## config.mk

```make
export PLATFORM = sky130hd
export DESIGN_NAME = uart_rx_fsm_flat
export DESIGN_NICKNAME = d
export VERILOG_FILES = /design/src/rtl/uart_pkg.sv /design/src/rtl/uart_rx_fsm_if.sv /design/src/rtl/uart_bit_timer.sv /design/src/rtl/uart_rx_fsm_chk.sv /design/src/rtl/uart_rx_fsm.sv /design/src/flat_wrapper.sv
export SDC_FILE = /design/constraint.sdc
export NUM_CORES = 1
export LEC_CHECK = 0
export BUFFER_PORTS_ARGS = -buffer_cell sky130_fd_sc_hd__buf_2
export CORE_MARGIN = 1
export CORE_UTILIZATION = 65
export CTS_BUF_LIST = sky130_fd_sc_hd__clkbuf_4 sky130_fd_sc_hd__clkbuf_8
export DETAILED_ROUTE_END_ITERATION = 8
export PLACE_DENSITY = 0.89
export SLEW_MARGIN = 10
export SYNTH_ARGS = -nofsm -noshare
export SYNTH_HDL_FRONTEND = slang
export SYNTH_SLANG_ARGS = --single-unit
```

## constraint.sdc

```tcl
create_clock -name i_Clock -period 3.1 [get_ports i_Clock]
set_clock_uncertainty 0.1 [all_clocks]
set_input_delay 0.31 -clock i_Clock [delete_from_list [all_inputs] [get_ports i_Clock]]
set_output_delay 0.31 -clock i_Clock [all_outputs]
set_load 0.01 [all_outputs]
```

## src/rtl/uart_pkg.sv

```systemverilog
// -----------------------------------------------------------------------------
// uart_pkg
// Types and constants shared by the UART receive path and the future transmit
// block.
//   DATA_BITS            : data bits per 8N1 frame
//   CLKS_PER_BIT_DEFAULT : 50 MHz system clock / 115200 baud
//   uart_rx_state_t      : receiver FSM state encoding
//   half_bit()           : offset from the start edge to the start-bit centre
// -----------------------------------------------------------------------------
package uart_pkg;

  localparam int DATA_BITS            = 8;
  localparam int CLKS_PER_BIT_DEFAULT = 434;

  typedef enum logic [2:0] {
    IDLE      = 3'd0,
    START     = 3'd1,
    DATA      = 3'd2,
    STOP      = 3'd3,
    WAIT_IDLE = 3'd4
  } uart_rx_state_t;

  // Rounded down, so an even bit period samples slightly before its centre.
  function automatic int half_bit(input int clks_per_bit);
    return (clks_per_bit - 1) / 2;
  endfunction

endpackage

```

## src/rtl/uart_rx_fsm_if.sv

```systemverilog
// -----------------------------------------------------------------------------
// uart_rx_fsm_if
// Connection between the RX synchronizer / byte consumer and the receiver.
//   i_Rx_Sync   : synchronized serial line, idle high
//   o_Rx_DV     : one-cycle pulse, o_Rx_Byte holds a new good byte
//   o_Rx_Byte   : last good received byte, LSB first on the line
//   o_Frame_Err : one-cycle pulse, stop bit sampled low
//   o_Busy      : receiver is not idle
// Modports: slave = the receiver, master = the environment around it.
// -----------------------------------------------------------------------------
interface uart_rx_fsm_if;
  import uart_pkg::*;

  logic                 i_Rx_Sync;
  logic                 o_Rx_DV;
  logic [DATA_BITS-1:0] o_Rx_Byte;
  logic                 o_Frame_Err;
  logic                 o_Busy;

  modport slave  (input  i_Rx_Sync, output o_Rx_DV, output o_Rx_Byte,
                  output o_Frame_Err, output o_Busy);
  modport master (output i_Rx_Sync, input  o_Rx_DV, input  o_Rx_Byte,
                  input  o_Frame_Err, input  o_Busy);
endinterface

```

## src/rtl/uart_bit_timer.sv

```systemverilog
// -----------------------------------------------------------------------------
// uart_bit_timer
// Bit-period counter shared by the UART receive and transmit sides.
//   i_Clock    : system clock, rising edge
//   i_Reset_n  : asynchronous active-low reset
//   i_Clear    : synchronous clear to 0 (wins over i_Enable)
//   i_Enable   : count up by one
//   o_Count    : current count
//   o_Terminal : count has reached CLKS_PER_BIT-1
// -----------------------------------------------------------------------------
module uart_bit_timer #(
  parameter int CLKS_PER_BIT = 434,
  parameter int CNT_W        = $clog2(CLKS_PER_BIT)
) (
  input  logic             i_Clock,
  input  logic             i_Reset_n,
  input  logic             i_Clear,
  input  logic             i_Enable,
  output logic [CNT_W-1:0] o_Count,
  output logic             o_Terminal
);

  localparam logic [CNT_W-1:0] CNT_LAST = CNT_W'(CLKS_PER_BIT - 1);
  localparam logic [CNT_W-1:0] CNT_ONE  = CNT_W'(1);

  logic [CNT_W-1:0] cnt_q;
  logic [CNT_W-1:0] cnt_d;

  // Next count: clear has priority, otherwise count while enabled.
  always_comb begin
    cnt_d = cnt_q;
    if (i_Clear) begin
      cnt_d = '0;
    end else if (i_Enable) begin
      cnt_d = cnt_q + CNT_ONE;
    end else begin
      cnt_d = cnt_q;
    end
  end

  // Counter register.
  always_ff @(posedge i_Clock or negedge i_Reset_n) begin
    if (!i_Reset_n) begin
      cnt_q <= '0;
    end else begin
      cnt_q <= cnt_d;
    end
  end

  assign o_Count    = cnt_q;
  assign o_Terminal = (cnt_q == CNT_LAST);

endmodule

```

## src/rtl/uart_rx_fsm_chk.sv

```systemverilog
// -----------------------------------------------------------------------------
// uart_rx_fsm_chk
// Parameter and output-protocol checks for uart_rx_fsm.
//   i_Clock     : system clock
//   i_Reset_n   : asynchronous active-low reset
//   i_Rx_DV     : receiver data-valid pulse
//   i_Frame_Err : receiver framing-error pulse
// -----------------------------------------------------------------------------
module uart_rx_fsm_chk #(
  parameter int CLKS_PER_BIT = 434
) (
  input logic i_Clock,
  input logic i_Reset_n,
  input logic i_Rx_DV,
  input logic i_Frame_Err
);

  // Below 4 clocks per bit the start-bit centre and the first data sample collide.
  if (CLKS_PER_BIT < 4) begin : g_cpb_too_small
    $error("uart_rx_fsm: CLKS_PER_BIT must be at least 4");
  end

  a_dv_err_exclusive: assert property (
    @(posedge i_Clock) disable iff (!i_Reset_n) !(i_Rx_DV && i_Frame_Err)
  );

endmodule

```

## src/rtl/uart_rx_fsm.sv

```systemverilog
// -----------------------------------------------------------------------------
// uart_rx_fsm
// 8N1 UART byte receiver. It finds the start bit and samples the start bit at
// its centre. It then samples each data bit and the stop bit one bit period
// apart and assembles the byte LSB first. A good byte is reported with a
// one-cycle o_Rx_DV pulse and a low stop bit with a one-cycle o_Frame_Err
// pulse.
//   i_Clock   : system clock, rising edge
//   i_Reset_n : asynchronous active-low reset
//   rx_if     : uart_rx_fsm_if.slave (line in; byte, pulses and busy out)
// All outputs come straight from flops.
// -----------------------------------------------------------------------------
module uart_rx_fsm
  import uart_pkg::*;
#(
  parameter int CLKS_PER_BIT = CLKS_PER_BIT_DEFAULT
) (
  input  logic         i_Clock,
  input  logic         i_Reset_n,
  uart_rx_fsm_if.slave rx_if
);

  localparam int               CNT_W    = $clog2(CLKS_PER_BIT);
  localparam logic [CNT_W-1:0] HALF     = CNT_W'(half_bit(CLKS_PER_BIT));
  localparam logic [2:0]       LAST_BIT = 3'(DATA_BITS - 1);

  uart_rx_state_t       state_q,   state_d;
  logic [2:0]           bit_idx_q, bit_idx_d;
  logic [DATA_BITS-1:0] shift_q,   shift_d;
  logic [DATA_BITS-1:0] byte_q,    byte_d;
  logic                 dv_q,      dv_d;
  logic                 ferr_q,    ferr_d;
  logic                 busy_q,    busy_d;

  logic                 cnt_clr_s;
  logic                 cnt_en_s;
  logic [CNT_W-1:0]     cnt_s;
  logic                 cnt_tc_s;

  uart_bit_timer #(
    .CLKS_PER_BIT (CLKS_PER_BIT),
    .CNT_W        (CNT_W)
  ) u_bit_timer (
    .i_Clock    (i_Clock),
    .i_Reset_n  (i_Reset_n),
    .i_Clear    (cnt_clr_s),
    .i_Enable   (cnt_en_s),
    .o_Count    (cnt_s),
    .o_Terminal (cnt_tc_s)
  );

  // Next state, shift register, output pulses and bit-timer control.
  // The line is read only at the sample points, so noise elsewhere in a bit is ignored.
  always_comb begin
    state_d   = state_q;
    bit_idx_d = bit_idx_q;
    shift_d   = shift_q;
    byte_d    = byte_q;
    dv_d      = 1'b0;
    ferr_d    = 1'b0;
    cnt_clr_s = 1'b1;
    cnt_en_s  = 1'b0;

    case (state_q)
      IDLE: begin
        bit_idx_d = 3'd0;
        if (!rx_if.i_Rx_Sync) begin
          state_d = START;
        end else begin
          state_d = IDLE;
        end
      end

      START: begin
        if (cnt_s == HALF) begin
          // A high start bit at its centre is treated as a glitch and dropped silently.
          if (!rx_if.i_Rx_Sync) begin
            state_d = DATA;
          end else begin
            state_d = IDLE;
          end
        end else begin
          cnt_clr_s = 1'b0;
          cnt_en_s  = 1'b1;
        end
      end

      DATA: begin
        if (cnt_tc_s) begin
          shift_d[bit_idx_q] = rx_if.i_Rx_Sync;
          if (bit_idx_q == LAST_BIT) begin
            bit_idx_d = 3'd0;
            state_d   = STOP;
          end else begin
            bit_idx_d = bit_idx_q + 3'd1;
          end
        end else begin
          cnt_clr_s = 1'b0;
          cnt_en_s  = 1'b1;
        end
      end

      STOP: begin
        if (cnt_tc_s) begin
          if (rx_if.i_Rx_Sync) begin
            byte_d  = shift_q;
            dv_d    = 1'b1;
            state_d = IDLE;
          end else begin
            ferr_d  = 1'b1;
            state_d = WAIT_IDLE;
          end
        end else begin
          cnt_clr_s = 1'b0;
          cnt_en_s  = 1'b1;
        end
      end

      WAIT_IDLE: begin
        // Wait for the line to return high so that a break or a held-low line cannot start a frame.
        if (rx_if.i_Rx_Sync) begin
          state_d = IDLE;
        end else begin
          state_d = WAIT_IDLE;
        end
      end

      default: begin
        state_d = IDLE;
      end
    endcase

    // Busy is registered from the next state so that it lines up with state_q.
    busy_d = (state_d != IDLE);
  end

  // State and output registers.
  always_ff @(posedge i_Clock or negedge i_Reset_n) begin
    if (!i_Reset_n) begin
      state_q   <= IDLE;
      bit_idx_q <= 3'd0;
      shift_q   <= 8'h00;
      byte_q    <= 8'h00;
      dv_q      <= 1'b0;
      ferr_q    <= 1'b0;
      busy_q    <= 1'b0;
    end else begin
      state_q   <= state_d;
      bit_idx_q <= bit_idx_d;
      shift_q   <= shift_d;
      byte_q    <= byte_d;
      dv_q      <= dv_d;
      ferr_q    <= ferr_d;
      busy_q    <= busy_d;
    end
  end

  assign rx_if.o_Rx_DV     = dv_q;
  assign rx_if.o_Rx_Byte   = byte_q;
  assign rx_if.o_Frame_Err = ferr_q;
  assign rx_if.o_Busy      = busy_q;

  uart_rx_fsm_chk #(
    .CLKS_PER_BIT (CLKS_PER_BIT)
  ) u_chk (
    .i_Clock     (i_Clock),
    .i_Reset_n   (i_Reset_n),
    .i_Rx_DV     (rx_if.o_Rx_DV),
    .i_Frame_Err (rx_if.o_Frame_Err)
  );

endmodule
```

## src/flat_wrapper.sv

```systemverilog
// flat-port wrapper written by rule: the top's interface ports become plain ports
module uart_rx_fsm_flat import uart_pkg::*;
#(
  parameter int CLKS_PER_BIT = CLKS_PER_BIT_DEFAULT
)
  (i_Clock, i_Reset_n, rx_if_i_Rx_Sync, rx_if_o_Rx_DV, rx_if_o_Rx_Byte, rx_if_o_Frame_Err, rx_if_o_Busy);
  uart_rx_fsm_if rx_if_i ();
  input  logic i_Clock;
  input  logic i_Reset_n;
  input wire logic [$bits(rx_if_i.i_Rx_Sync)-1:0] rx_if_i_Rx_Sync;
  output wire logic [$bits(rx_if_i.o_Rx_DV)-1:0] rx_if_o_Rx_DV;
  output wire logic [$bits(rx_if_i.o_Rx_Byte)-1:0] rx_if_o_Rx_Byte;
  output wire logic [$bits(rx_if_i.o_Frame_Err)-1:0] rx_if_o_Frame_Err;
  output wire logic [$bits(rx_if_i.o_Busy)-1:0] rx_if_o_Busy;
  assign rx_if_i.i_Rx_Sync = rx_if_i_Rx_Sync;
  assign rx_if_o_Rx_DV = rx_if_i.o_Rx_DV;
  assign rx_if_o_Rx_Byte = rx_if_i.o_Rx_Byte;
  assign rx_if_o_Frame_Err = rx_if_i.o_Frame_Err;
  assign rx_if_o_Busy = rx_if_i.o_Busy;
  uart_rx_fsm #(.CLKS_PER_BIT(CLKS_PER_BIT)) u_core (.i_Clock(i_Clock), .i_Reset_n(i_Reset_n), .rx_if(rx_if_i));
endmodule
```

# [Yosys cells after proc, flatten, opt, wreduce, memory -nomap -nowiden]
# Index checks and enable logic that the tools add are counted.
# Widths: inputs -> output; s select.
[word_totals] inputBits=3 romBits=0 mem_bits_rw=0 mem_count=0 reg_bits=34 elab_cells=57 latchBits=0 output_inout_bits=11
[classes] eq_ne=8 bitwise_logic=0 multipliers=0 n_addsub=2 n_reduce_logical=9 div=0 mux=28 shifts=0 order_cmp=2
[op_table] operator="$mux 3" count=7
[op_table] operator="$mux 9" count=2
[op_table] operator="$pmux 3 s5" count=1
[op_table] operator="$mux 1" count=12
[op_table] operator="$add 9x1->9 const B" count=1
[op_table] operator="$eq 9x8->1 const B" count=1
[op_table] operator="$eq 9x9->1 const B" count=1
[op_table] operator="$bwmux 8" count=1
[op_table] operator="$eq 3x2->1 const B" count=2
[op_table] operator="$eq 3x3->1 const B" count=2
[op_table] operator="$pmux 3 s2" count=1
[op_table] operator="$lt 3x4->1 const B" count=1
[op_table] operator="$pmux 1 s2" count=2
[op_table] operator="$reduce_and 2->1" count=2
[op_table] operator="$reduce_bool 2->1" count=2
[op_table] operator="$add 3x1->3 const B" count=1
[op_table] operator="$demux 1 s3" count=1
[op_table] operator="$eq 3x1->1 const B" count=1
[op_table] operator="$ge 3x1->1 const B" count=1
[op_table] operator="$logic_not 3->1" count=1
[op_table] operator="$reduce_and 3->1" count=1
[op_table] operator="$reduce_bool 3->1" count=1
[op_table] operator="$mux 2" count=1
[op_table] operator="$ne 2x1->1 const B" count=1
[op_table] operator="other kinds (2)" count=2

# [Logic depth before layout (Yosys ltp)]
# Gate-level depths: netlist of run 1.
[depth] word_depth=5 mapped_depth=7

# [By module]
# A second synthesis of run 1 with hierarchy kept.
[hier_totals] hier_cells=148 hier_area_um2=1662.8
[by_module_without_submodules] mod="uart_rx_fsm" area_per_inst_um2=1194.9 instances=1 cells_per_inst=99 seq_area_each_um2=625.6
[by_module_without_submodules] mod="uart_bit_timer" area_per_inst_um2=467.9 instances=1 cells_per_inst=49 seq_area_each_um2=225.2

# [Least setup slack after synthesis of run 1]
# Ideal clock, no wire load.
[synth_timing] path_kind="register to register" start="reg u_core.u_bit_timer.cnt_q[1] (netlist: u_core.u_bit_timer.o_Count[1])" end="reg u_core.byte_q[0] (netlist: u_core.rx_if.o_Rx_Byte[0])" stages_incl_launch_ff=7 setup_ns=0.125 arrival_time_ns=1.623 n_path_buf=0 slack_ns=1.253 cell_sequence="dfrtp_1 > inv_1 > ha_1 > and4bb_2 > nand2_2 > nor3_4 > mux2_2"
[synth_between] elab_chain_cells=2
[synth_rtl] item="from (decl)" line_no="uart_bit_timer.sv:26" text="logic [CNT_W-1:0] cnt_q;"
[synth_rtl] item="from (signal assigned)" line_no="uart_bit_timer.sv:46" text="cnt_q <= cnt_d;"
[synth_rtl] item="$eq 9x9->1" line_no="uart_bit_timer.sv:51" text="assign o_Terminal = (cnt_q == CNT_LAST);"
[synth_rtl] item="$reduce_and 3->1 (no source line)"
[synth_rtl] item="to (signal assigned)" line_no="uart_rx_fsm.sv:151" text="byte_q <= byte_d;"
[synth_rtl] item="to (decl)" line_no="uart_rx_fsm.sv:30" text="logic [DATA_BITS-1:0] byte_q, byte_d;"
# No other way between the ends.
# A chain may end at the register's enable or synchronous reset.

# [Final worst setup path of run 1]
[layout_timing] start="reg u_core.u_bit_timer.cnt_q[1] (netlist: u_core.u_bit_timer.o_Count[1])" end="reg u_core.byte_q[3] (netlist: u_core.rx_if.o_Rx_Byte[3])"
# The elaborated chain is that of the path after synthesis.

==> summary.md, run 1 <==
| Metric | Value |
|---|---|
| DRC | `0` |
| Sequential power share | `0.578` |
| Share of cells above drive strength 1 | `0.241` |
| Switch share | `0.298` |
| Final period util | `0.690` |
| Int Power | `0.000681 W` |
| Hold slack | `0.166 ns` |
| Largest delay share family, worst path | `simple AND/OR/NAND/NOR gates` |
| Outcome | `complete, no violations` |
| Initial antenna violation count | `0` |
| Cell count of the worst reg-to-reg path | `6` |
| Critical R2R Launch | `u_core.u_bit_timer.o_Count[1]` |
| Post-synth design cell area | `between 1500 and 2000 um2` |
| First-pass GRT wire length | `slightly above 5000 um` |
| Leakage Power | `0.794 nW` |
| WL final | `roughly 3100 um` |
| CTS Buffer Depth | `2` |
| Crit path required time | `3.23 ns` |
| DP HPWL | `about 2200 um` |
| Worst Hold Depth | `2` |
| Root Driver | `clkbuf_4` |
| Post-CTS setup buffer count | `0` |
| Clock transition at the registers of the reported paths | `0.10 ns` |
| Most frequent cells in the layout | `34 x dfrtp_1, 14 x nor2_1, 13 x buf_2` |
| Combinational group share of total power | `0.147` |
| Htree depth | `2` |
| Max Fclk | `0.468 GHz` |
| CP arrival | `about 2.3 ns` |
| Slew margin rel. | `0.512` |
| Die area | `2670 um2` |
| ANT nets after route | `0` |
| Inst Count DP | `177` |
| Sequential share of the synthesized area | `0.530` |
| Post-synthesis cell count | `141` |
| Largest stage delay on the critical path | `0.43 ns` |
| WP depth | `6` |
| WP buf/inv | `1` |
| Top Ports | `14` |
| Gr usage total | `0.274` |
| Worst vdd ir | `0.550 mV` |
| Core area | `2280 um2` |
| Crit path capture type | `flop` |
| Syn Nets | `149` |
| IO buf count | `13` |
| Die X | `a little over 50 um` |
| Die Height | `51.7 um` |
| Placer Congestion | `1.00` |
| Min-Delay Endpoint | `u_core.state_q[2]` |
| Clk pwr share | `0.275` |
| Routed vias/inst | `6.20` |
| Layout area overhead | `9.59%` |
| Final hold violations | `0` |
| Most common cell after layout, fill and taps aside | `dfrtp_1` |
| DR top layer | `met4` |
| Rows | `17` |
| P per Cell Area | `552 nW/um2` |
| Worst R2R End | `u_core.rx_if.o_Rx_Byte[3]` |
| Met1 wire length | `between 1000 and 1500 um` |
| Worst setup path class | `flop to flop` |
| Hold WC Path Type | `input port to flop` |
| CP Launch Type | `flop` |
| CTS Buf Count | `5` |
| Total number of vias | `1153` |
| Total global routing overflow | `0` |
| # setup viols final | `0` |
| Initial core utilization | `0.705` |
| Met2 routed WL | `1440 um` |
| Largest net degree at the start of global routing | `35` |
| Clock Latency Late Sink | `0.34 ns` |
| Minimum clock period | `2.14 ns` |
| R2R setup slack | `0.96 ns` |
| Nets | `165` |
| 1st-pass router iterations | `4` |
| Vias in the first global route | `1087` |
| Layout Cells excl Fill | `186` |
| Synthesized area per cell | `11.4 um2` |
| Routed length on met3 | `163 um` |
| Slew Limit Fails | `0` |
| CTS tree | `done` |
| Resized Gates After CTS | `0` |
| Number of distinct library cells after synthesis | `36` |
| Clock Sinks | `34` |
| TNS Setup | `0 ns` |
| N_diodes | `0` |
| Critical-path maximum fanout | `9` |
| Slowest CP cell | `nor3_4` |
| Tightest Pin Transition | `between 0.7 and 0.8 ns` |
| Critical path cell sequence | `inv_1 > ha_1 > and4bb_2 > nand2_2 > nor3_4 > mux2_2` |
| Register bit total from synthesis | `34` |
| Per-cell routed wire length | `16.5 um` |
| Worst hold start | `rx_if_i_Rx_Sync` |
| Synth warn | `0` |
| RSZ-0062 raised after global routing | `false` |
| Psw | `0.000290 W` |
| Iteration-0 DRC Markers | `38` |
| Max Cap Viol | `0` |
==> stage by stage <==
stage / utilization / area [um2] / power, W / setup WS, ns
2_1_floorplan: - / 1610 / 0.000661 / 1.25
3_5_place_dp: 0.741 / 1690 / 0.000710 / 1.00
3_3_place_gp: 0.741 / 1690 / 0.000694 / 1.12
5_1_grt: 0.773 / 1760 / 0.00103 / 0.890
4_1_cts: 0.773 / 1760 / 0.000976 / 0.968
6_report: 0.773 / 1760 / 0.000971 / 0.961
==> per-layer routing <==
layer  up-vias  track usage
met5         -            0
li1        544            -
met1       556        0.374
met3        11       0.0731
met2        42        0.405
met4         0        0.135
==> how the worst max path moves through the flow <==
stage                                  start                   endpoint  slack, ns
3_3_place_gp   u_core.u_bit_timer.o_Count[1]  u_core.rx_if.o_Rx_Byte[0]       1.12
3_5_place_dp   u_core.u_bit_timer.o_Count[1]  u_core.rx_if.o_Rx_Byte[3]       1.00
5_1_grt        u_core.u_bit_timer.o_Count[1]  u_core.rx_if.o_Rx_Byte[1]       0.89
2_1_floorplan  u_core.u_bit_timer.o_Count[1]  u_core.rx_if.o_Rx_Byte[0]       1.25
4_1_cts        u_core.u_bit_timer.o_Count[1]  u_core.rx_if.o_Rx_Byte[3]       0.97
6_report       u_core.u_bit_timer.o_Count[1]  u_core.rx_if.o_Rx_Byte[3]       0.96
==> worst reg2reg max path: cells and delay by family (launching register included) <==
| family | cells | cell delay (ns) |
|---|---|---|
| simple gates | 3 | 0.83 |
| mux | 1 | 0.40 |
| flops | 1 | 0.42 |
| fa+ha+maj | 1 | 0.19 |
| buf+inv | 1 | 0.10 |
==> synthesized netlist by cell type <==
cell type / number / area share
xnor2_1: 3 / 0.016
nand2b_1: 1 / 0.0039
nand3_1: 6 / 0.019
and4b_2: 1 / 0.0070
nor4b_1: 1 / 0.0055
o31ai_1: 4 / 0.019
a211oi_1: 1 / 0.0047
a311oi_1: 1 / 0.0055
nand4b_1: 2 / 0.011
and4_1: 1 / 0.0055
a21oi_1: 1 / 0.0031
xor2_1: 4 / 0.022
nor3_4: 1 / 0.010
mux2_2: 12 / 0.084
nand2_2: 1 / 0.0039
nand4bb_1: 2 / 0.014
a31oi_1: 2 / 0.0078
and4bb_2: 1 / 0.0078
ha_1: 5 / 0.039
nand4_1: 4 / 0.016
nor3_1: 4 / 0.012
clkbuf_1: 4 / 0.0094
inv_1: 5 / 0.012
nor3b_1: 2 / 0.0094
dfrtp_1: 34 / 0.53
nor2b_1: 2 / 0.0078
o221ai_1: 1 / 0.0055
a22o_1: 3 / 0.016
nor2_1: 14 / 0.033
and3_1: 1 / 0.0039
buf_2: 1 / 0.0031
a211o_2: 1 / 0.0062
or3_1: 1 / 0.0039
nand2_1: 5 / 0.012
o21ai_0: 8 / 0.025
o41a_1: 1 / 0.0070
==> sequential cells by signal, summed over array words and instances (netlist names) <==
signal	cells
u_core.bit_idx_q	3
u_core.rx_if.o_Busy	1
u_core.rx_if.o_Frame_Err	1
u_core.rx_if.o_Rx_Byte	8
u_core.rx_if.o_Rx_DV	1
u_core.shift_q	8
u_core.state_q	3
u_core.u_bit_timer.o_Count	9
==> cell families after synthesis <==
kind of cell,synth area share
muxes,0.0842
DFF,0.530
and+or+nand+nor,0.185
buffers and inverters,0.0242
AOI/OAI and AO/OA,0.0998
xor gates and xnor gates,0.0382
adders and majority gates,0.0390
==> final cells by class <==
type / instances / area (um2)
Sequential cell: 34 / 851
Multi-Input combinational cell: 97 / 716
Fill cell: 149 / 517
Timing Repair Buffer: 14 / 75.1
Clock buffer: 7 / 58.8
Tap cell: 28 / 35.0
Inverter: 5 / 18.8
Clock inverter: 1 / 5.00
==> power by group through the flow <==
stage               combinational (W)  clock (W)  sequential, W
finish                       0.000143   0.000267       0.000561
global route                 0.000164   0.000293       0.000569
CTS                          0.000145   0.000271       0.000560
detailed placement           0.000143          0       0.000567
floorplan                    0.000112          0       0.000550
global placement             0.000131          0       0.000564
==> what timing repair did <==
item	4_1_cts	5_1_grt
endpoints found under the hold margin	34	0
hold buffers	1	0
setup endpoints to repair	0	0
(Power assumes the default switching activity.)
==> inputs of run 2 (changes only) <==
--- a/config.mk
+++ b/config.mk
@@ -7,10 +7,10 @@
 export LEC_CHECK = 0
 export BUFFER_PORTS_ARGS = -buffer_cell sky130_fd_sc_hd__buf_2
 export CORE_MARGIN = 1
-export CORE_UTILIZATION = 65
+export CORE_UTILIZATION = 61
 export CTS_BUF_LIST = sky130_fd_sc_hd__clkbuf_4 sky130_fd_sc_hd__clkbuf_8
 export DETAILED_ROUTE_END_ITERATION = 8
-export PLACE_DENSITY = 0.89
+export PLACE_DENSITY = 0.84
 export SLEW_MARGIN = 10
 export SYNTH_ARGS = -nofsm -noshare
 export SYNTH_HDL_FRONTEND = slang
==> constraint.sdc (replaced) <==
create_clock -name i_Clock -period 2.1 [get_ports i_Clock]
set_clock_uncertainty 0.1 [all_clocks]
set_input_delay 0.21 -clock i_Clock [delete_from_list [all_inputs] [get_ports i_Clock]]
set_output_delay 0.21 -clock i_Clock [all_outputs]
set_load 0.01 [all_outputs]
==> run 2 against run 1 <==
  * Worst hold slack got worse by 0.10 ns
  * Combinational power rose by 45%
  * Fmax rose by 9.3%
  * Critical path depth did not move
  * Die area rose by 6.3%
  * Sequential power rose by 47%
  * Clock power rose by 43%
  * Worst setup slack got worse by 0.82 ns
  * Core utilization fell by 4.8 points
==> summary.md, run 2 (same netlist as run 1, synthesis figures left out) <==
| Metric | Value |
|---|---|
| Outcome | `complete, no violations` |
| Leakage Power | `0.813 nW` |
| Layout area overhead | `11.9%` |
| Top Ports | `14` |
| CTS tree | `done` |
| Clock Sinks | `34` |
| CP arrival | `~2.1 ns` |
| Clock transition at the registers of the reported paths | `~0.09 ns` |
| ANT nets after route | `0` |
| Post-DP Area | `1700 um2` |
| Rows | `18` |
| Max Cap Viol | `0` |
| P per Cell Area | `788 nW/um2` |
| WL final | `2900 um` |
| DP HPWL | `2050 um` |
| Clock Latency Late Sink | `0.34 ns` |
| Vias in the first global route | `1036` |
| Root Driver | `clkbuf_4` |
| Resized Gates After CTS | `0` |
| Max Fclk | `0.511 GHz` |
| Worst vdd ir | `0.760 mV` |
| Most frequent cells in the layout | `34 x dfrtp_1, 14 x nor2_1, 13 x buf_2` |
| CTS Buffer Depth | `2` |
| Design area | `1800 um2` |
| Most common cell after layout, fill and taps aside | `dfrtp_1` |
| N_diodes | `0` |
| Worst Hold Depth | `2` |
| WP buf/inv | `1` |
| Slew margin rel. | `0.523` |
| Final period util | `0.932` |
| Minimum clock period | `1.96 ns` |
| Placer Congestion | `0.871` |
| Worst setup path class | `flop to flop` |
| Core area | `2480 um2` |
| Die Height | `53.3 um` |
| IO buf count | `13` |
| FILL cells | `177` |
| Cell count of the worst reg-to-reg path | `6` |
| Max reg flops | `9` |
| Htree depth | `2` |
| CP Launch Type | `flop` |
| Largest net degree at the start of global routing | `35` |
| Crit path required time | `2.23 ns` |
| Routed vias/inst | `5.97` |
| RSZ-0062 raised after global routing | `false` |
| Largest delay share family, worst path | `simple AND/OR/NAND/NOR gates` |
| Util after Layout | `0.725` |
| Slew Limit Fails | `0` |
| Share of cells above drive strength 1 | `0.255` |
| Die X | `approximately 53 um` |
| Largest stage delay on the critical path | `0.42 ns` |
| Tightest Pin Transition | `0.715 ns` |
| DRC | `0` |
| Total global routing overflow | `0` |
| Nets | `168` |
| 1st-pass router iterations | `4` |
| Die area | `around 2800 um2` |
| Crit path capture type | `flop` |
| First-pass GRT wire length | `~4700 um` |
| Per-cell routed wire length | `15.2 um` |
| Hold WC Path Type | `input port to flop` |
| Final hold violations | `0` |
| Initial core utilization | `0.648` |
| Total number of vias | `between 1000 and 1500` |
| WP depth | `6` |
| Initial antenna violation count | `0` |
| Critical path cell sequence | `inv_1 > ha_1 > nand4bb_1 > nor3_1 > nor3b_1 > mux2_2` |
| CTS Buf Count | `5` |
| Gr usage total | `0.238` |
| Critical-path maximum fanout | `4` |
| Iteration-0 DRC Markers | `37` |
| TNS Setup | `0 ns` |
| Slowest CP cell | `dfrtp_1` |
| # setup viols final | `0` |
## run 2: where the power goes
part           switching (W)  total [W]  internal (W)
Combinational       0.000100   0.000207      0.000107
Clock               0.000208   0.000383      0.000175
Sequential          0.000102   0.000826      0.000724
Total               0.000411    0.00142       0.00101
## run 2: worst paths after layout
kind / start / endpoint / slack (ns)
max: u_core.u_bit_timer.o_Count[1] / u_core.shift_q[5] / 0.14
min: rx_if_i_Rx_Sync / u_core.state_q[2] / 0.06
max reg2reg: u_core.u_bit_timer.o_Count[1] / u_core.shift_q[5] / 0.14
min reg2reg: u_core.shift_q[6] / u_core.shift_q[6] / 0.41
max in group asynchronous: i_Reset_n / u_core.u_bit_timer.o_Count[3] / 1.09
min in group asynchronous: i_Reset_n / u_core.rx_if.o_Frame_Err / 0.35
## run 2: worst reg2reg max path: cells and delay by family, from the launching register on
family / cells / cell delay, ns
AND/OR/NAND/NOR: 3 / 0.74
flip-flops: 1 / 0.42
multiplexers: 1 / 0.36
adder cells (fa/ha/maj): 1 / 0.15
buffers and inverters: 1 / 0.09
## run 2: area by class of cell
type                       count  area (um2)  share of cell area
multi-input combinational     97         716               0.398
sequential                    34         851               0.474
clock inverter                 1        5.00             0.00279
timing repair buffer          17         110              0.0613
inverter                       5        18.8              0.0104
clock buffer                   7        58.8              0.0327
tap                           30        37.5              0.0209
## run 2: per-layer routing
metal / routed length [um] / share of wire / GRT usage / up-vias
met5: 0 / 0 / 0 / -
li1: - / - / - / 550
met1: 1290 / 0.45 / 0.322 / 543
met4: 57 / 0.020 / 0.0789 / 0
met3: 180 / 0.062 / 0.0862 / 8
met2: 1370 / 0.47 / 0.348 / 39
## run 2: metrics by stage
stage	hold WS, ns	power, W	cells	setup WS (ns)
after floorplan	-0.186	0.000976	141	0.253
after global placement	0.189	0.00103	181	0.131
after detailed placement	0.205	0.00104	181	0.0309
after CTS	0.0539	0.00143	190	0.0146
after global routing	0.0651	0.00150	191	0.0164
final	0.0610	0.00142	191	0.143
## run 2: repair_timing
| item | 4_1_cts | 5_1_grt |
|---|---|---|
| endpoints found under the hold margin | 34 | 0 |
| setup endpoints to repair | 0 | 8 |
| hold buffers | 1 | 0 |
| setup buffers | 0 | 1 |
==> inputs of run 3 (changes only) <==
--- a/config.mk
+++ b/config.mk
@@ -8,9 +8,9 @@
 export BUFFER_PORTS_ARGS = -buffer_cell sky130_fd_sc_hd__buf_2
 export CORE_MARGIN = 1
 export CORE_UTILIZATION = 61
-export CTS_BUF_LIST = sky130_fd_sc_hd__clkbuf_4 sky130_fd_sc_hd__clkbuf_8
+export CTS_BUF_LIST = sky130_fd_sc_hd__clkbuf_8
 export DETAILED_ROUTE_END_ITERATION = 8
-export PLACE_DENSITY = 0.84
+export PLACE_DENSITY = 0.88
 export SLEW_MARGIN = 10
 export SYNTH_ARGS = -nofsm -noshare
 export SYNTH_HDL_FRONTEND = slang
==> run 3 against run 2 <==
  * First-iteration DRC count is 32% lower
  * Sequential power increased by 1%
  * Sequential cell count did not move
  * Final area increased by 3.0%
  * Critical endpoint is now u_core.rx_if.o_Rx_Byte[3]
  * Largest cell class unchanged
  * Largest power group unchanged
==> summary.md, run 3 (same netlist as run 1, synthesis figures left out) <==
| Metric | Value |
|---|---|
| Outcome | `complete, no violations` |
| Most common cell after layout, fill and taps aside | `dfrtp_1` |
| Worst R2R End | `u_core.rx_if.o_Rx_Byte[3]` |
| TNS Setup | `0 ns` |
| Per-cell routed wire length | `16.0 um` |
| CTS Buf Count | `5` |
| Core area | `2480 um2` |
| Crit path required time | `2.16 ns` |
| CP Launch Type | `flop` |
| Die Height | `53.3 um` |
| N_diodes | `0` |
| WL final | `3060 um` |
| Final hold violations | `0` |
| Slew Limit Fails | `0` |
| Clock transition at the registers of the reported paths | `0.06 ns` |
| Design Power | `0.00160 W` |
| Max Cap Viol | `0` |
| Htree depth | `2` |
| # setup viols final | `0` |
| 1st-pass router iterations | `4` |
| Cell count of the worst reg-to-reg path | `7` |
| Max reg flops | `9` |
| Initial antenna violation count | `0` |
| ANT nets after route | `0` |
| Share of cells above drive strength 1 | `0.255` |
| Placer Congestion | `approximately 0.8` |
| Critical-path maximum fanout | `9` |
| Routed vias/inst | `6.23` |
| Gr usage total | `0.261` |
| Sequential cell area | `851 um2` |
| Crit path capture type | `flop` |
| Leakage Power | `0.835 nW` |
| DRC | `0` |
| Total global routing overflow | `0` |
| Worst Hold Depth | `2` |
| Vias in the first global route | `1118` |
| RSZ-0062 raised after global routing | `false` |
| Slew margin rel. | `0.509` |
| Max Fclk | `0.521 GHz` |
| Worst vdd ir | `0.924 mV` |
| Die area | `2840 um2` |
| CTS tree | `done` |
| CP arrival | `just under 2 ns` |
| CTS Buffer Depth | `2` |
| Total number of vias | `1190` |
| Worst setup path class | `flop to flop` |
| Largest net degree at the start of global routing | `35` |
| Nets | `168` |
| Die X | `~53 um` |
| P per Cell Area | `864 nW/um2` |
| Critical R2R Launch | `u_core.u_bit_timer.o_Count[1]` |
| Initial core utilization | `0.648` |
| Clock Sinks | `34` |
| FILL cells | `175` |
| Rows | `18` |
| Worst hold start | `rx_if_i_Rx_Sync` |
| Final period util | `0.914` |
| Iteration-0 DRC Markers | `25` |
| Tightest Pin Transition | `0.736 ns` |
| Most frequent cells in the layout | `34 x dfrtp_1, 14 x nor2_1, 13 x buf_2` |
| Min-Delay Endpoint | `u_core.state_q[2]` |
| Area of the multi-input gates | `727 um2` |
| Clock Latency Late Sink | `0.28 ns` |
| Top Ports | `14` |
| Hold WC Path Type | `input port to flop` |
| Root Driver | `clkbuf_8` |
| Util after Layout | `0.747` |
| First-pass GRT wire length | `about 5000 um` |
| Layout area overhead | `15.3%` |
| Minimum clock period | `1.92 ns` |
| R2R setup slack | `0.18 ns` |
| IO buf count | `13` |
| DP HPWL | `2140 um` |
[run 3: cell types whose count changed in the layout (fill, tap and decap cells not counted), sizes merged]
cell	delta
inv	+2
bufinv	+1
clkbuf	-2
clkinv	-1
[run 3: report_power, final]
group | switching (W) | leakage (nW) | internal, W
combinational | 0.000102 | 0.350 | 0.000105
sequential | 0.000109 | 0.425 | 0.000725
clock | 0.000212 | 0.0607 | 0.000345
[run 3: what timing repair did]
| action | in CTS | in global routing |
|---|---|---|
| hold buffers | 1 | 0 |
| endpoints found under the hold margin | 34 | 0 |
| gates resized for setup | 0 | 2 |
| setup buffers | 0 | 1 |
| endpoints found under the setup margin | 0 | 12 |
[run 3: through the flow]
step	instances	hold WS, ns	worst slack (ns)	area, um2
3_5_place_dp	181	0.214	0.0264	1700
6_report	191	0.117	0.180	1850
4_1_cts	190	0.102	0.0201	1820
5_1_grt	191	0.112	0.0682	1850
3_3_place_gp	181	0.197	0.136	1700
2_1_floorplan	141	-0.186	0.253	1610
[run 3: area by class of cell]
type | count | area share
Clock buffer | 5 | 0.0372
Clock inverter | 3 | 0.0203
Inverter | 5 | 0.0101
Multi-Input combinational cell | 97 | 0.393
Sequential cell | 34 | 0.460
Tap cell | 30 | 0.0203
Timing Repair Buffer | 17 | 0.0595
[run 3: per-layer routing]
layer / share of wire / track usage / routed length [um] / vias to the layer above
li1: - / - / - / 554
met1: 0.43 / 0.295 / 1330 / 594
met2: 0.50 / 0.431 / 1530 / 34
met3: 0.044 / 0.0920 / 136 / 8
met4: 0.020 / 0.127 / 61 / 0
met5: 0 / 0 / 0 / -
[run 3: worst max path at each step]
| stage | startpoint | slack [ns] | end |
|---|---|---|---|
| final | u_core.u_bit_timer.o_Count[1] | 0.18 | u_core.rx_if.o_Rx_Byte[3] |
| after global routing | u_core.u_bit_timer.o_Count[1] | 0.07 | u_core.shift_q[5] |
| after detailed placement | u_core.u_bit_timer.o_Count[1] | 0.03 | u_core.rx_if.o_Rx_Byte[3] |
| after global placement | u_core.u_bit_timer.o_Count[1] | 0.14 | u_core.rx_if.o_Rx_Byte[5] |
| after CTS | u_core.u_bit_timer.o_Count[1] | 0.02 | u_core.rx_if.o_Rx_Byte[3] |
| after floorplan | u_core.u_bit_timer.o_Count[1] | 0.25 | u_core.rx_if.o_Rx_Byte[0] |
[run 3: worst max-delay path, stage by stage, from the launching register on]
cell and delay (ns):
dfrtp_1 0.40, inv_1 0.09, ha_1 0.16, and4bb_2 0.27, nand2_2 0.11, nor3_4 0.18, buf_12 0.15, mux2_2 0.34
